`config.mk`:
```
export PLATFORM = sky130hd
export DESIGN_NAME = reservation_station_flat
export DESIGN_NICKNAME = d
export VERILOG_FILES = /design/src/rtl/reservation_station_pkg.sv /design/src/rtl/reservation_station_if.sv /design/src/rtl/reservation_station_find_first.sv /design/src/rtl/reservation_station.sv /design/src/flat_wrapper.sv
export SDC_FILE = /design/constraint.sdc
export NUM_CORES = 2
export LEC_CHECK = 0
export CAP_MARGIN = 5
export CORE_ASPECT_RATIO = 0.5
export CORE_MARGIN = 4
export CORE_UTILIZATION = 45
export DETAILED_ROUTE_END_ITERATION = 6
export SYNTH_ARGS = -nofsm -noshare
export SYNTH_HDL_FRONTEND = slang
export SYNTH_SLANG_ARGS = --single-unit
```
`constraint.sdc`:
```
create_clock -name clk -period 7.54 [get_ports clk]
set_input_delay 1.885 -clock clk [delete_from_list [all_inputs] [get_ports clk]]
set_output_delay 1.885 -clock clk [all_outputs]
set_load 0.02 [all_outputs]
```
`src/rtl/reservation_station_pkg.sv`:
```
// Shared types and constants for the reservation station slice.
// Also holds the CDB operand-capture rule, which alloc and wakeup both use.
package reservation_station_pkg;

    localparam int RS_SIZE  = 16;
    localparam int RS_IDX_W = 4;
    localparam int ROB_ID_W = 4;
    localparam int OPENUM_W = 6;

    typedef logic [RS_IDX_W-1:0] rs_idx_t;
    typedef logic [ROB_ID_W-1:0] rob_id_t;
    typedef logic [OPENUM_W-1:0] openum_t;
    typedef logic [31:0]         word_t;

    localparam rob_id_t ZERO_ROB  = '0;
    localparam word_t   ZERO_WORD = '0;

    typedef struct packed {
        logic    valid;
        rob_id_t rob_id;
        word_t   result;
    } cdb_t;

    typedef struct packed {
        rob_id_t q;
        word_t   v;
    } operand_t;

    // A waiting operand captures a CDB result on a tag match; Arith wins over LS.
    // Tag 0 means the value is already present, so it can never match.
    function automatic operand_t resolve_operand(operand_t op, cdb_t arith, cdb_t ls);
        operand_t res;
        res = op;
        if (op.q != ZERO_ROB) begin
            if (arith.valid && arith.rob_id == op.q) begin
                res.q = ZERO_ROB;
                res.v = arith.result;
            end else if (ls.valid && ls.rob_id == op.q) begin
                res.q = ZERO_ROB;
                res.v = ls.result;
            end
        end
        return res;
    endfunction

endpackage

```
`src/rtl/reservation_station_if.sv`:
```
// Dispatcher, CDB and ALU-issue signals of the reservation station.
// The slave modport is the station; master is the surrounding pipeline.
interface reservation_station_if;
    import reservation_station_pkg::*;

    logic    ena_from_dsp;
    openum_t openum_from_dsp;
    word_t   V1_from_dsp;
    word_t   V2_from_dsp;
    rob_id_t Q1_from_dsp;
    rob_id_t Q2_from_dsp;
    word_t   pc_from_dsp;
    word_t   imm_from_dsp;
    rob_id_t rob_id_from_dsp;

    logic    valid_from_Arith_unit_cdb;
    rob_id_t rob_id_from_Arith_unit_cdb;
    word_t   result_from_Arith_unit_cdb;
    logic    valid_from_LS_unit_cdb;
    rob_id_t rob_id_from_LS_unit_cdb;
    word_t   result_from_LS_unit_cdb;

    logic    full_to_if;
    logic    ena_to_alu;
    openum_t openum_to_alu;
    word_t   V1_to_alu;
    word_t   V2_to_alu;
    word_t   pc_to_alu;
    word_t   imm_to_alu;
    rob_id_t rob_id_to_alu;

    modport master (
        output ena_from_dsp, openum_from_dsp, V1_from_dsp, V2_from_dsp, Q1_from_dsp, Q2_from_dsp,
               pc_from_dsp, imm_from_dsp, rob_id_from_dsp,
               valid_from_Arith_unit_cdb, rob_id_from_Arith_unit_cdb, result_from_Arith_unit_cdb,
               valid_from_LS_unit_cdb, rob_id_from_LS_unit_cdb, result_from_LS_unit_cdb,
        input  full_to_if, ena_to_alu, openum_to_alu, V1_to_alu, V2_to_alu, pc_to_alu,
               imm_to_alu, rob_id_to_alu
    );

    modport slave (
        input  ena_from_dsp, openum_from_dsp, V1_from_dsp, V2_from_dsp, Q1_from_dsp, Q2_from_dsp,
               pc_from_dsp, imm_from_dsp, rob_id_from_dsp,
               valid_from_Arith_unit_cdb, rob_id_from_Arith_unit_cdb, result_from_Arith_unit_cdb,
               valid_from_LS_unit_cdb, rob_id_from_LS_unit_cdb, result_from_LS_unit_cdb,
        output full_to_if, ena_to_alu, openum_to_alu, V1_to_alu, V2_to_alu, pc_to_alu,
               imm_to_alu, rob_id_to_alu
    );

endinterface

```
`src/rtl/reservation_station_find_first.sv`:
```
// Combinational priority picker: index of the lowest set bit plus a found flag.
module rs_find_first #(
    parameter int N = 16,
    parameter int W = 4
) (
    input  logic [N-1:0] vec_i,
    output logic [W-1:0] idx_o,
    output logic         found_o
);

    // Scan downwards so the lowest set bit is the last (winning) assignment.
    always_comb begin
        idx_o   = '0;
        found_o = 1'b0;
        for (int i = N - 1; i >= 0; i--) begin
            if (vec_i[i]) begin
                idx_o   = W'(i);
                found_o = 1'b1;
            end
        end
    end

endmodule

```
`src/rtl/reservation_station.sv`:
```
// Reservation station: buffers dispatched ops, wakes operands from both CDBs,
// and issues the lowest-index ready op to the arithmetic unit each cycle.
module reservation_station
    import reservation_station_pkg::*;
(
    input  logic                 clk,
    input  logic                 rst,
    input  logic                 rdy,
    input  logic                 misbranch_flag,
    reservation_station_if.slave bus
);

    logic [RS_SIZE-1:0] busy_q, busy_d, free_vec, ready_vec;

    openum_t openum_q [RS_SIZE];
    word_t   v1_q     [RS_SIZE];
    word_t   v2_q     [RS_SIZE];
    rob_id_t q1_q     [RS_SIZE];
    rob_id_t q2_q     [RS_SIZE];
    word_t   pc_q     [RS_SIZE];
    word_t   imm_q    [RS_SIZE];
    rob_id_t rob_q    [RS_SIZE];

    logic    ena_to_alu_q, full_q;
    openum_t openum_to_alu_q;
    word_t   v1_to_alu_q, v2_to_alu_q, pc_to_alu_q, imm_to_alu_q;
    rob_id_t rob_to_alu_q;

    cdb_t     arith_cdb, ls_cdb;
    operand_t new_op1, new_op2;
    operand_t [RS_SIZE-1:0] wake1, wake2;

    rs_idx_t free_idx, ready_idx;
    logic    free_found, ready_found, alloc_en, issue_en;

    assign arith_cdb = {bus.valid_from_Arith_unit_cdb, bus.rob_id_from_Arith_unit_cdb,
                        bus.result_from_Arith_unit_cdb};
    assign ls_cdb    = {bus.valid_from_LS_unit_cdb, bus.rob_id_from_LS_unit_cdb,
                        bus.result_from_LS_unit_cdb};

    // The dispatcher captured Q one cycle ago, so the current CDBs may already satisfy it.
    assign new_op1 = resolve_operand({bus.Q1_from_dsp, bus.V1_from_dsp}, arith_cdb, ls_cdb);
    assign new_op2 = resolve_operand({bus.Q2_from_dsp, bus.V2_from_dsp}, arith_cdb, ls_cdb);

    for (genvar gi = 0; gi < RS_SIZE; gi++) begin : g_entry
        assign wake1[gi]     = resolve_operand({q1_q[gi], v1_q[gi]}, arith_cdb, ls_cdb);
        assign wake2[gi]     = resolve_operand({q2_q[gi], v2_q[gi]}, arith_cdb, ls_cdb);
        assign ready_vec[gi] = busy_q[gi] && (q1_q[gi] == ZERO_ROB) && (q2_q[gi] == ZERO_ROB);
    end

    assign free_vec = ~busy_q;

    rs_find_first #(.N(RS_SIZE), .W(RS_IDX_W)) u_free_pick (
        .vec_i(free_vec), .idx_o(free_idx), .found_o(free_found)
    );

    rs_find_first #(.N(RS_SIZE), .W(RS_IDX_W)) u_ready_pick (
        .vec_i(ready_vec), .idx_o(ready_idx), .found_o(ready_found)
    );

    assign alloc_en = bus.ena_from_dsp && free_found && !misbranch_flag;
    assign issue_en = ready_found && !misbranch_flag;

    always_comb begin
        busy_d = busy_q;
        if (misbranch_flag) begin
            busy_d = '0;
        end else begin
            if (issue_en) busy_d[ready_idx] = 1'b0;
            if (alloc_en) busy_d[free_idx]  = 1'b1;
        end
    end

    always_ff @(posedge clk or negedge rst) begin
        if (!rst) begin
            busy_q          <= '0;
            full_q          <= 1'b0;
            ena_to_alu_q    <= 1'b0;
            openum_to_alu_q <= '0;
            v1_to_alu_q     <= ZERO_WORD;
            v2_to_alu_q     <= ZERO_WORD;
            pc_to_alu_q     <= ZERO_WORD;
            imm_to_alu_q    <= ZERO_WORD;
            rob_to_alu_q    <= ZERO_ROB;
        end else if (rdy) begin
            busy_q       <= busy_d;
            // One slot of slack covers the op already in flight in the dispatcher.
            full_q       <= ($countones(busy_d) >= RS_SIZE - 1);
            ena_to_alu_q <= issue_en;
            if (issue_en) begin
                openum_to_alu_q <= openum_q[ready_idx];
                v1_to_alu_q     <= v1_q[ready_idx];
                v2_to_alu_q     <= v2_q[ready_idx];
                pc_to_alu_q     <= pc_q[ready_idx];
                imm_to_alu_q    <= imm_q[ready_idx];
                rob_to_alu_q    <= rob_q[ready_idx];
            end
        end
    end

    // Payload needs no reset: busy alone decides whether an entry's contents matter.
    always_ff @(posedge clk) begin
        if (rdy && !misbranch_flag) begin
            for (int i = 0; i < RS_SIZE; i++) begin
                if (alloc_en && free_idx == rs_idx_t'(i)) begin
                    openum_q[i] <= bus.openum_from_dsp;
                    v1_q[i]     <= new_op1.v;
                    q1_q[i]     <= new_op1.q;
                    v2_q[i]     <= new_op2.v;
                    q2_q[i]     <= new_op2.q;
                    pc_q[i]     <= bus.pc_from_dsp;
                    imm_q[i]    <= bus.imm_from_dsp;
                    rob_q[i]    <= bus.rob_id_from_dsp;
                end else if (busy_q[i]) begin
                    v1_q[i] <= wake1[i].v;
                    q1_q[i] <= wake1[i].q;
                    v2_q[i] <= wake2[i].v;
                    q2_q[i] <= wake2[i].q;
                end
            end
        end
    end

    assign bus.full_to_if    = full_q;
    assign bus.ena_to_alu    = ena_to_alu_q;
    assign bus.openum_to_alu = openum_to_alu_q;
    assign bus.V1_to_alu     = v1_to_alu_q;
    assign bus.V2_to_alu     = v2_to_alu_q;
    assign bus.pc_to_alu     = pc_to_alu_q;
    assign bus.imm_to_alu    = imm_to_alu_q;
    assign bus.rob_id_to_alu = rob_to_alu_q;

    // Dispatching into a completely full station loses the op.
    no_overflow_a: assert property (@(posedge clk) disable iff (!rst)
        (rdy && !misbranch_flag && bus.ena_from_dsp) |-> free_found);

endmodule
```
`src/flat_wrapper.sv`:
```
// flat-port wrapper written by rule: the top's interface ports become plain ports
module reservation_station_flat import reservation_station_pkg::*;
  (clk, rst, rdy, misbranch_flag, bus_ena_from_dsp, bus_openum_from_dsp, bus_V1_from_dsp, bus_V2_from_dsp, bus_Q1_from_dsp, bus_Q2_from_dsp, bus_pc_from_dsp, bus_imm_from_dsp, bus_rob_id_from_dsp, bus_valid_from_Arith_unit_cdb, bus_rob_id_from_Arith_unit_cdb, bus_result_from_Arith_unit_cdb, bus_valid_from_LS_unit_cdb, bus_rob_id_from_LS_unit_cdb, bus_result_from_LS_unit_cdb, bus_full_to_if, bus_ena_to_alu, bus_openum_to_alu, bus_V1_to_alu, bus_V2_to_alu, bus_pc_to_alu, bus_imm_to_alu, bus_rob_id_to_alu);
  reservation_station_if bus_i ();
  input  logic clk;
  input  logic rst;
  input  logic rdy;
  input  logic misbranch_flag;
  input wire logic [$bits(bus_i.ena_from_dsp)-1:0] bus_ena_from_dsp;
  input wire logic [$bits(bus_i.openum_from_dsp)-1:0] bus_openum_from_dsp;
  input wire logic [$bits(bus_i.V1_from_dsp)-1:0] bus_V1_from_dsp;
  input wire logic [$bits(bus_i.V2_from_dsp)-1:0] bus_V2_from_dsp;
  input wire logic [$bits(bus_i.Q1_from_dsp)-1:0] bus_Q1_from_dsp;
  input wire logic [$bits(bus_i.Q2_from_dsp)-1:0] bus_Q2_from_dsp;
  input wire logic [$bits(bus_i.pc_from_dsp)-1:0] bus_pc_from_dsp;
  input wire logic [$bits(bus_i.imm_from_dsp)-1:0] bus_imm_from_dsp;
  input wire logic [$bits(bus_i.rob_id_from_dsp)-1:0] bus_rob_id_from_dsp;
  input wire logic [$bits(bus_i.valid_from_Arith_unit_cdb)-1:0] bus_valid_from_Arith_unit_cdb;
  input wire logic [$bits(bus_i.rob_id_from_Arith_unit_cdb)-1:0] bus_rob_id_from_Arith_unit_cdb;
  input wire logic [$bits(bus_i.result_from_Arith_unit_cdb)-1:0] bus_result_from_Arith_unit_cdb;
  input wire logic [$bits(bus_i.valid_from_LS_unit_cdb)-1:0] bus_valid_from_LS_unit_cdb;
  input wire logic [$bits(bus_i.rob_id_from_LS_unit_cdb)-1:0] bus_rob_id_from_LS_unit_cdb;
  input wire logic [$bits(bus_i.result_from_LS_unit_cdb)-1:0] bus_result_from_LS_unit_cdb;
  output wire logic [$bits(bus_i.full_to_if)-1:0] bus_full_to_if;
  output wire logic [$bits(bus_i.ena_to_alu)-1:0] bus_ena_to_alu;
  output wire logic [$bits(bus_i.openum_to_alu)-1:0] bus_openum_to_alu;
  output wire logic [$bits(bus_i.V1_to_alu)-1:0] bus_V1_to_alu;
  output wire logic [$bits(bus_i.V2_to_alu)-1:0] bus_V2_to_alu;
  output wire logic [$bits(bus_i.pc_to_alu)-1:0] bus_pc_to_alu;
  output wire logic [$bits(bus_i.imm_to_alu)-1:0] bus_imm_to_alu;
  output wire logic [$bits(bus_i.rob_id_to_alu)-1:0] bus_rob_id_to_alu;
  assign bus_i.ena_from_dsp = bus_ena_from_dsp;
  assign bus_i.openum_from_dsp = bus_openum_from_dsp;
  assign bus_i.V1_from_dsp = bus_V1_from_dsp;
  assign bus_i.V2_from_dsp = bus_V2_from_dsp;
  assign bus_i.Q1_from_dsp = bus_Q1_from_dsp;
  assign bus_i.Q2_from_dsp = bus_Q2_from_dsp;
  assign bus_i.pc_from_dsp = bus_pc_from_dsp;
  assign bus_i.imm_from_dsp = bus_imm_from_dsp;
  assign bus_i.rob_id_from_dsp = bus_rob_id_from_dsp;
  assign bus_i.valid_from_Arith_unit_cdb = bus_valid_from_Arith_unit_cdb;
  assign bus_i.rob_id_from_Arith_unit_cdb = bus_rob_id_from_Arith_unit_cdb;
  assign bus_i.result_from_Arith_unit_cdb = bus_result_from_Arith_unit_cdb;
  assign bus_i.valid_from_LS_unit_cdb = bus_valid_from_LS_unit_cdb;
  assign bus_i.rob_id_from_LS_unit_cdb = bus_rob_id_from_LS_unit_cdb;
  assign bus_i.result_from_LS_unit_cdb = bus_result_from_LS_unit_cdb;
  assign bus_full_to_if = bus_i.full_to_if;
  assign bus_ena_to_alu = bus_i.ena_to_alu;
  assign bus_openum_to_alu = bus_i.openum_to_alu;
  assign bus_V1_to_alu = bus_i.V1_to_alu;
  assign bus_V2_to_alu = bus_i.V2_to_alu;
  assign bus_pc_to_alu = bus_i.pc_to_alu;
  assign bus_imm_to_alu = bus_i.imm_to_alu;
  assign bus_rob_id_to_alu = bus_i.rob_id_to_alu;
  reservation_station u_core (.clk(clk), .rst(rst), .rdy(rdy), .misbranch_flag(misbranch_flag), .bus(bus_i));
endmodule
```
==> metrics.csv <==
stage,metric,value,unit
status,status,"complete, but fails checks",
status,violations,"max-capacitance violations, max-slew violations",
sta,final-hold-violation-count,0,
critical_path,critPathMostFrequentCell,fa_1,
routing,avgRoutedWirePerCell,33.8,microns
global_route,grt_pass1_vias,98100,
placement,pre_cts_slack,0.251,ns
clocking,clk_path_buf_depth,4,
global_route,use_met3,7.70,%
critical_path,critPathMaxStageDelay,0.60,ns
critical_path,critPathTopFamily,adder cells,
sta,maxSlewViolCount,19,
critical_path,critical_path_required,8.37,ns
sta,min_period,6.85,ns
clocking,ctsHoldBuffers,0,
logic_synthesis,synth-async-reset-ratio,6.26,%
global_route,grt_usage,33.1,%
floorplanning,ios,365,
critical_path,critPathCaptureType,flop,
final_layout,drive_above_1_share,9.17,%
logic_synthesis,synth-seq-cells,2492,
final_layout,fillCellCount,24900,
sta,rsz0062_at_grt,false,
routing,drtIter0Drc,14800,
critical_path,reg2reg_slack,0.69,ns
logic_synthesis,syn_avg_cell_area,11.3,sq um
sta,setup_slack,0.692,ns
min_path,min-delay-start,u_core.bus.imm_to_alu[29],
flow_run,drv_cap,1,
routing,dr.pass1.iters,6,
clocking,cts.clk_slew.worst_paths,0.07,ns
logic_synthesis,seq_area_frac_synth,56.6,%
global_route,grt_max_degree,157,
pwr,power,29.5,mW
critical_path,cp.arrival,7.68,ns
sta,setup-violations-final,0,
min_path,holdPathStages,1,
clocking,clock_latency,0.95,ns
sta,setup_tns,0,ns
logic_synthesis,synth_area_leaders,"edfxtp_1, mux2i_1, a21oi_1, a211oi_1, clkbuf_1",
critical_path,path_max_fanout,5,
placement,dp_hpwl,282000,microns
clocking,htree_num_levels,4,
critical_path,r2r_end,u_core.bus.full_to_if,
sta,period_share,90.8,%
critical_path,critical_path_buf_inv_count,4,
floorplanning,die_h,389,microns
final_layout,most-common-layout-cells,"edfxtp_1, a21oi_1, mux2i_1",
critical_path,cp_slowest_cell,nor4_1,
global_route,grt_overflow_total,0,
critical_path,criticalPathCategory,reg -> reg,
routing,drtAntennaViolNets,0,
floorplanning,dieArea,300000,sq um
sta,skew,0.103,ns
logic_synthesis,yosysUniqueCellTypes,68,
critical_path,cp_cell_sequence,"nor4_1, and3_1, nand4b_1, nor4_1, or2_2, a2111oi_0, buf_4, nand2_1, a22oi_1, nor2_1, ha_1, fa_1, fa_1, inv_1, fa_1, fa_1, inv_1, ha_1, inv_1, fa_1, xnor2_1, nand4b_1, a31oi_1",
clocking,cts_buffers,236,
placement,gp_congestion,0.931,
sta,tightestPinTransition,1.55,ns
routing,vias,104000,
global_route,grtUsageMet2,50.2,%
min_path,hold_class,reg -> reg,
logic_synthesis,yosysTopAreaCell,edfxtp_1,
floorplanning,rows,139,
logic_synthesis,synth_edf_count,2336,
final_layout,fin_nets,11400,
logic_synthesis,netlist_instances,11600,
floorplanning,core_area,288000,sq um
sta,fmax,146,MHz
critical_path,startpoint_type,flop,
global_route,grt_first_pass_wirelength,725000,microns
final_layout,final_common_cell,edfxtp_1,
critical_path,rr_worst_depth,23,
global_route,top_usage_layer,met2,
critical_path,reg2reg_from,u_core.q2_q[1][17],
global_route,antenna_found_initial,31,
final_layout,final_core_utilization,50.6,%
pwr,p_leak,45.6,nW
sta,slew_headroom,-3.61,%
logic_synthesis,synthFlopType,edfxtp_1,
logic_synthesis,synth_top_area_share,53.6,%
routing,drt_wl_total,517000,microns
floorplanning,die_x,771,microns
clocking,cts_tree,built,
pwr,ir_worst_vdd,0.000185,V
clocking,cts_resized,0,
floorplanning,start_util,45.4,%
clocking,cts_sinks,2492,
clocking,cts-root-buf,clkbuf_16,
logic_synthesis,syn_nets,11800,
logic_synthesis,syn_area,131000,sq um
final_layout,areaGrowthSynthToFinish,11.4,%
placement,io_buffer_count,364,
routing,viasPerCell,6.81,
min_path,hold-path-endpoint,u_core.bus.imm_to_alu[29],
logic_synthesis,yosysWarningCount,0,
clocking,post_cts_buffers,0,
routing,drc_errors,0,
global_route,grtUsageMet1,45.1,%
pwr,power_density,203,nW/um^2
[worst register-to-register path: cells and delay by family, from the launching register on]
kind | cells | cell delay [ns]
XOR/XNOR | 1 | 0.17
AND/OR/NAND/NOR | 8 | 2.20
adder cells (fa/ha/maj) | 7 | 2.81
flip-flops | 1 | 0.43
buffers and inverters | 4 | 0.38
AO/OA/AOI/OAI | 3 | 0.83
[area by class of cell]
type	instances	area [sq um]	share of cell area [%]
Sequential cell	2492	74100	50.8
Multi-Input combinational cell	7491	51300	35.2
Timing Repair Buffer	781	7350	5.04
Clock buffer	373	6880	4.72
Tap cell	3877	4850	3.33
Inverter	197	739	0.507
Clock inverter	55	578	0.397
Antenna cell	17	42.5	0.0292
[Yosys cell counts, types with 65 or more instances]
master / count
o21ai_0: 65
o22ai_1: 194
inv_1: 196
xor2_1: 202
dfrtp_1: 156
nand2_1: 514
edfxtp_1: 2336
a21oi_1: 1470
mux2_2: 68
a22o_1: 215
nor2b_1: 515
o221ai_1: 75
a31oi_1: 293
o32a_1: 75
o211ai_1: 343
buf_1: 91
buf_2: 163
xnor2_1: 68
a311oi_1: 130
nor4_1: 150
o22a_1: 135
clkbuf_1: 1066
a211oi_1: 622
mux2i_1: 1018
a22oi_1: 134
nor2_1: 791
[cell families after synthesis]
kind of cell | count (synthesis) | share of synthesized area, %
compound gates | 3938 | 20.2
flops | 2492 | 56.6
simple gates | 2160 | 7.77
buf+inv | 1568 | 4.86
mux | 1099 | 8.52
xor+xnor | 270 | 1.81
fa+ha+maj | 24 | 0.293
[metal layers]
metal | up-vias | share of wire, %
met1 | 51900 | 39
met3 | 1354 | 12
met4 | 4 | 5.3
li1 | 43700 | -
met5 | - | 0.030
met2 | 7193 | 44
[registers in the layout (all words and copies together) (netlist names)]
| register | cells |
|---|---|
| u_core.bus.rob_id_to_alu | 4 |
| u_core.bus.pc_to_alu | 32 |
| u_core.v1_q | 512 |
| u_core.q1_q | 64 |
| u_core.bus.full_to_if | 1 |
| u_core.q2_q | 64 |
| u_core.bus.openum_to_alu | 6 |
| u_core.bus.imm_to_alu | 32 |
| u_core.bus.V1_to_alu | 32 |
| u_core.busy_q | 16 |
| u_core.v2_q | 512 |
| u_core.imm_q | 512 |
| u_core.bus.ena_to_alu | 1 |
| u_core.pc_q | 512 |
| u_core.openum_q | 96 |
| u_core.bus.V2_to_alu | 32 |
| u_core.rob_q | 64 |
[through the flow]
step | hold slack (ns) | cells | cell area, sq um
after global placement | 0.488 | 14800 | 138000
after detailed placement | 0.490 | 14800 | 138000
final | 0.502 | 15300 | 146000
after CTS | 0.508 | 15300 | 146000
after global routing | 0.516 | 15300 | 146000
after floorplan | 0.528 | 11600 | 131000
[worst max path at each step]
stage                     cells after the start               start  slack [ns]               endpoint
after floorplan                               7                 rdy        0.28     u_core.v1_q[14][0]
after global placement                       20      misbranch_flag        0.21  u_core.bus.full_to_if
after detailed placement                     20      misbranch_flag        0.25  u_core.bus.full_to_if
after CTS                                    23  u_core.q1_q[1][25]        0.79  u_core.bus.full_to_if
after global routing                         23  u_core.q1_q[1][29]        0.43  u_core.bus.full_to_if
final                                        23  u_core.q2_q[1][17]        0.69  u_core.bus.full_to_if
[where the power goes]
group	internal, mW	total, mW	switching [mW]	leakage (nW)
logic	0.720	2.11	1.39	18.9
registers	15.3	15.3	0.0746	23.0
clock network	6.63	12.1	5.44	3.63
total	22.6	29.5	6.91	45.6
(Power assumes the default switching activity.)
